**src/rtl/cond_unit_pkg.sv**
```systemverilog
// Shared ARM definitions: condition-code encodings and NZCV flag bit positions.
package cond_unit_pkg;

    typedef enum logic [3:0] {
        COND_EQ = 4'h0, COND_NE = 4'h1, COND_CS = 4'h2, COND_CC = 4'h3,
        COND_MI = 4'h4, COND_PL = 4'h5, COND_VS = 4'h6, COND_VC = 4'h7,
        COND_HI = 4'h8, COND_LS = 4'h9, COND_GE = 4'hA, COND_LT = 4'hB,
        COND_GT = 4'hC, COND_LE = 4'hD, COND_AL = 4'hE, COND_NV = 4'hF
    } cond_e;

    localparam int FLAG_N = 3;
    localparam int FLAG_Z = 2;
    localparam int FLAG_C = 1;
    localparam int FLAG_V = 0;

endpackage

```
**src/rtl/cond_unit_cond_check.sv**
```systemverilog
// Combinational condition-field evaluator: Cond x {N,Z,C,V} -> CondEx.
module cond_check
    import cond_unit_pkg::*;
(
    input  logic [3:0] cond,
    input  logic [3:0] flags,
    output logic       cond_ex
);

    logic n, z, c, v;

    assign n = flags[FLAG_N];
    assign z = flags[FLAG_Z];
    assign c = flags[FLAG_C];
    assign v = flags[FLAG_V];

    always_comb begin
        cond_ex = 1'b0;
        case (cond_e'(cond))
            COND_EQ: cond_ex = z;
            COND_NE: cond_ex = ~z;
            COND_CS: cond_ex = c;
            COND_CC: cond_ex = ~c;
            COND_MI: cond_ex = n;
            COND_PL: cond_ex = ~n;
            COND_VS: cond_ex = v;
            COND_VC: cond_ex = ~v;
            COND_HI: cond_ex = c & ~z;
            COND_LS: cond_ex = ~c | z;
            COND_GE: cond_ex = (n == v);
            COND_LT: cond_ex = (n != v);
            COND_GT: cond_ex = ~z & (n == v);
            COND_LE: cond_ex = z | (n != v);
            COND_AL: cond_ex = 1'b1;
            // Unconditional space is unsupported: never execute.
            COND_NV: cond_ex = 1'b0;
            default: cond_ex = 1'b0;
        endcase
    end

endmodule

```
**src/rtl/cond_unit.sv**
```systemverilog
// NZCV flag register plus condition gating of the decoder's PC/register/memory write requests.
module cond_unit
    import cond_unit_pkg::*;
(
    input  logic       CLK,
    input  logic       nReset,
    input  logic [3:0] Cond,
    input  logic [3:0] ALUFlags,
    input  logic [1:0] FlagW,
    input  logic       PCS,
    input  logic       RegW,
    input  logic       MemW,
    input  logic       NoWrite,
    input  logic       Stall,
    output logic       CondEx,
    output logic       PCSrc,
    output logic       RegWrite,
    output logic       MemWrite,
    output logic [3:0] Flags
);

    logic [3:0] flags_q;
    logic       flag_upd;

    cond_check u_cond_check (
        .cond    (Cond),
        .flags   (flags_q),
        .cond_ex (CondEx)
    );

    // Condition is evaluated on pre-update flags; the write lands at the edge.
    assign flag_upd = CondEx & ~Stall;

    always_ff @(posedge CLK or negedge nReset) begin
        if (!nReset) begin
            flags_q <= 4'b0000;
        end else if (flag_upd) begin
            if (FlagW[1]) flags_q[FLAG_N:FLAG_Z] <= ALUFlags[FLAG_N:FLAG_Z];
            if (FlagW[0]) flags_q[FLAG_C:FLAG_V] <= ALUFlags[FLAG_C:FLAG_V];
        end
    end

    assign PCSrc    = PCS & CondEx;
    assign RegWrite = RegW & CondEx & ~NoWrite;
    assign MemWrite = MemW & CondEx;
    assign Flags    = flags_q;

endmodule

```
**config.mk**
```make
export PLATFORM = sky130hd
export DESIGN_NAME = cond_unit
export DESIGN_NICKNAME = d
export VERILOG_FILES = /design/src/rtl/cond_unit_pkg.sv /design/src/rtl/cond_unit_cond_check.sv /design/src/rtl/cond_unit.sv
export SDC_FILE = /design/constraint.sdc
export NUM_CORES = 1
export LEC_CHECK = 0
export CORE_AREA = 2 2 39 41
export DETAILED_ROUTE_END_ITERATION = 12
export DIE_AREA = 0 0 41 43
export GPL_ROUTABILITY_DRIVEN = 0
export GPL_TIMING_DRIVEN = 1
export PLACE_DENSITY = 0.66
export REMOVE_ABC_BUFFERS = 1
export SLEW_MARGIN = 0
export SYNTH_ARGS = -nofsm -noshare
export SYNTH_HDL_FRONTEND = slang
export SYNTH_SLANG_ARGS = --single-unit
```
**constraint.sdc**
```tcl
create_clock -name CLK -period 2.85 [get_ports CLK]
set_input_delay 0.57 -clock CLK [delete_from_list [all_inputs] [get_ports CLK]]
set_output_delay 0.57 -clock CLK [all_outputs]
set_load 0.05 [all_outputs]
```
# == After elaboration in Yosys (flattened, before gate mapping) ==
# Cells that the tools add are included.
# totals
regBits,4
input_bits,17
# classes
n_eq_ne,17
muxes,1
bitwise_logic,15
n_reduce_logical,3
# ops
op,n
$eq A4 B4 Y1 const B,8
$eq A4 B3 Y1 const B,4
$pmux W1 S16,1
$eq A4 B2 Y1 const B,2
$and A1 B1 Y1,7
$not A1 Y1,6
$eq A4 B1 Y1 const B,1
$logic_not A4 Y1,1
$reduce_and A2 Y1,2
$or A1 B1 Y1,2
$eq A1 B1 Y1,1
$ne A1 B1 Y1,1

# == Depth between registers and ports, before layout ==
# logic_depth
depth_word,5
depth_mapped,7
depth_no_buf,6

# == Cells and area by module ==
# From an unflattened synthesis, not the netlist that was laid out.
# hier_totals
cells_unflattened,37
hier_area_um2,337.8
# modules_own_cells
mod,n_inst,cells_per_inst,area_per_inst_um2,seq_area_each_um2
cond_unit,1,14,182.7,100.1
cond_check,1,23,155.1,0.0

# == Worst setup path after synthesis ==
# OpenSTA, ideal clock, no wires.
# synth_path
path_kind,register -> output
startpoint,reg flags_q[1] (netlist: Flags[1])
endpoint,out RegWrite
t_arrival_ns,3.126
setup_slack_ns,-0.846
path_stages_with_launch,6
n_path_buf,0
path_cell_list,dfrtp_1 > nor3_1 > a211o_1 > o311ai_1 > a211oi_2 > nor4b_1
# synth_via
elab_chain_len,5
word_cells_on_any_way,6
classes_between,mux (1); bitwise (5)
# synth_lines
element,line,source
"start, declared",cond_unit.sv:22,logic [3:0] flags_q;
"start signal, assigned by index",cond_unit.sv:38,if (FlagW[1]) flags_q[FLAG_N:FLAG_Z] <= ALUFlags[FLAG_N:FLAG_Z];
"start signal, assigned by index",cond_unit.sv:39,if (FlagW[0]) flags_q[FLAG_C:FLAG_V] <= ALUFlags[FLAG_C:FLAG_V];
$not A1 Y1,"cond_unit_cond_check.sv:23, cond_unit_cond_check.sv:29",
$or A1 B1 Y1,cond_unit_cond_check.sv:29,COND_LS: cond_ex = ~c | z;
$pmux W1 S16 *,cond_unit_cond_check.sv:19,case (cond_e'(cond))
$and A1 B1 Y1 * (2 in a row),cond_unit.sv:44,assign RegWrite = RegW & CondEx & ~NoWrite;
"end, declared",cond_unit.sv:17,"output logic RegWrite,"
# Every way passes the cells marked *; elsewhere a longest branch is shown, timed or not.

# == Worst setup path after layout ==
# layout_path
startpoint,in Cond[3]
endpoint,out MemWrite
# layout_via
elab_chain_len,3
word_cells_on_any_way,18
classes_between,eq/ne (15); mux (1); bitwise (1); reduce/logical (1)
# layout_lines
element,line,source
"start, declared",cond_unit.sv:7,"input logic [3:0] Cond,"
$eq A4 B4 Y1 (tied with other cells),cond_unit_cond_check.sv:19,
$pmux W1 S16 *,cond_unit_cond_check.sv:19,
$and A1 B1 Y1 *,cond_unit.sv:45,assign MemWrite = MemW & CondEx;
"end, declared",cond_unit.sv:18,"output logic MemWrite,"
# Marked as above.

==> run metrics <==
Compound-Gate Fraction of Synth Area=15.05%; part of the Yosys area used for sequential elements=~25%; Min Clock Period, post-route=2705 ps; final wirelength=1.073 mm; Mapped Area=399.1 um2; reg2reg path depth=9; type of the worst min-delay path=in -> async; Highest Clock Rate=369.7 MHz; Worst-Margin Slew=519.5 ps; remaining antenna violation count=0; area delta synth->final=99.37%; count of clock tree sinks=4; HPWL after detailed placement=829 um; highest-count cells in the layout ignoring fill and taps=clkdlybuf4s50_1 (17), buf_4 (11), dfrtp_1 (4); number of top-level pins=25; fraction of final layout cells with drive strength greater than 1=about 43%; horizontal die dimension=41 um; number of max-capacitance violations reported=0; initial cell density of the core=28.84%; wire length of the first global-routing pass=between 1.5 and 2 mm; CTS tree=done; Storage cell area=100.1 um2; Synth Area in XOR/XNOR=4.389%; largest fanout on the critical path=3; main combinational cell family by area after synthesis=simple AND/OR/NAND/NOR gates; required time of the worst setup path=2280 ps; cts bufs inserted=3; die span in y=43 um; vias in the first global route=420; portion of total power attributed to the clock network=between 9 and 10%; post-layout net count=93; RSZ-0062 raised after global routing=no; number of flip-flops in the largest register=4; post-route fraction of the period consumed by the critical path=94.91%; total negative setup slack=0 ps; reported net switching power=0.3402 mW; clock latency on the worst-skew pair=230 ps; GR Util All Layers=14.42%; count of port buffers added during placement=24; violation count after the first detailed-route iteration=5; Final Hold Viols=0; fin util=a little under three fifths; multiplexer share of the synthesized area=around 17%; worst-case hold slack=538.0 ps; type of origin of the critical path=input pin; Adder-Cell Fraction of Synth Area=0%; root buf cell=clkbuf_4; endpoint arrival time on the critical path=2130 ps; CTS Hold Bufs=0; Worst R2R End=Flags[2]; leading cell type in the layout, fill and taps excluded=clkdlybuf4s50_1; total via count in the routed design=433; worst clock skew=approximately 1.0 ps; Simple-Gate Fraction of Synth Area=33.86%; final std cell area, no fill=~800 um2; area enclosed by the die boundary=1763 um2; WL per Instance=11.92 um; proportion of total power due to net switching=about half; Peak VDD IR=0.0004293 V; worst reg2reg setup slack=380 ps; setup violators final=0; detail-routed via count per cell=approximately 4.8; Yosys warnings=0; synthesized area per cell=10.50 um2; register clock-pin slew on the reported worst setup and hold paths=40 ps; grt ovf=0; worst slew slack as a fraction of its limit=65.26%; run status=finished, final reports clean; iteration count of the initial detailed-routing pass=3; Final Slew Violations=0; total of flip-flops plus latches after synthesis=4; worst flop-to-flop path startpoint=Flags[3]; cell count after synthesis=38; number of unique standard cell types used by synthesis=24; Combinational Power Share=71.9%; largest net degree at the start of global routing=8; fill count=116; post-route DRC violation count=0; area post-placement=729.5 um2; startpoint-to-endpoint class of the critical path=in -> out; Cell Rows=14; antenna violations before repair=0; antenna cell count=0; area of the multi-input gates=307.8 um2; overall power after layout=0.7025 mW; Worst setup EP type=primary output; leakage component of the power=0.3275 nW; worst-case clock buffer depth=2; placeable core region=1384 um2; CTS H-tree lvls=1; proportion of power drawn by flip-flops and latches=a little under a fifth; power density cells=882.9 nW/um2; internal power of the cells=0.3624 mW
-- synth_stat cells, drive strengths merged --
master  n  area [um2]
a211o   1       8.760
a211oi  3       27.52
a21o    1       8.760
a31oi   1       6.260
and2    2       12.51
buf     2       12.51
dfrtp   4       100.1
inv     2       7.510
mux2    5       56.30
mux2i   1       10.01
nand3b  2       15.01
nor2    1       3.750
nor3    2       10.01
nor3b   2       15.01
nor4b   4       65.07
o311ai  1       8.760
or2     1       6.260
or4     1       7.510
xnor2   1       8.760
xor2    1       8.760
-- through the flow --
stage | setup WS [ps] | instances
final | 145.2 | 90
after global routing | 32.02 | 90
after CTS | 27.00 | 89
after detailed placement | -233.2 | 85
after global placement | -221.6 | 85
after floorplan | -846.2 | 36
-- timing repair --
action,CTS,global route
resized for setup,9,4
hold endpoints to repair,0,0
endpoints found under the setup margin,4,4
setup buffers,1,1
pin swaps,5,1
-- power by group through the flow --
| stage | Combinational [mW] | Clock (mW) | Sequential [mW] |
|---|---|---|---|
| 5_1_grt | 0.533 | 0.0831 | 0.134 |
| 4_1_cts | 0.491 | 0.0727 | 0.127 |
| 3_3_place_gp | 0.460 | 0 | 0.126 |
| 6_report | 0.505 | 0.0692 | 0.128 |
| 2_1_floorplan | 0.179 | 0 | 0.221 |
| 3_5_place_dp | 0.462 | 0 | 0.128 |
-- per-layer routing --
metal,track usage (%),wire [um]
met2,20.63,516
met4,8.000,14
met5,0,0
met1,19.22,496
met3,3.141,45
-- worst max path at each step --
stage              from  endpoint  slack [ps]
3_3_place_gp    Cond[1]  RegWrite        -220
3_5_place_dp    Cond[1]  RegWrite        -230
5_1_grt        Flags[3]  RegWrite          30
2_1_floorplan  Flags[1]  RegWrite        -850
6_report        Cond[3]  MemWrite         150
4_1_cts         Cond[1]  MemWrite          30
-- critical path: stages --
cell and delay (ps):
clkdlybuf4s50_1 420, or2_1 240, or4_1 420, inv_2 100
nor2_1 60, and2_1 180, buf_6 150
-- final cells by class --
cell class                 instances  area share, %
multi-input combinational         30          38.68
tap                               16          2.516
clock buffer                       3          2.830
timing repair buffer              35          42.45
inverter                           2         0.9434
sequential                         4          12.58
-- cell families (layout without fill, tap and decap cells) --
family,count (synthesis),after routing
buf+inv,4,40
flops,4,4
xor+xnor,2,2
mux,6,6
simple gates,15,15
compound gates,7,7
Power figures use the tool's default switching activity.
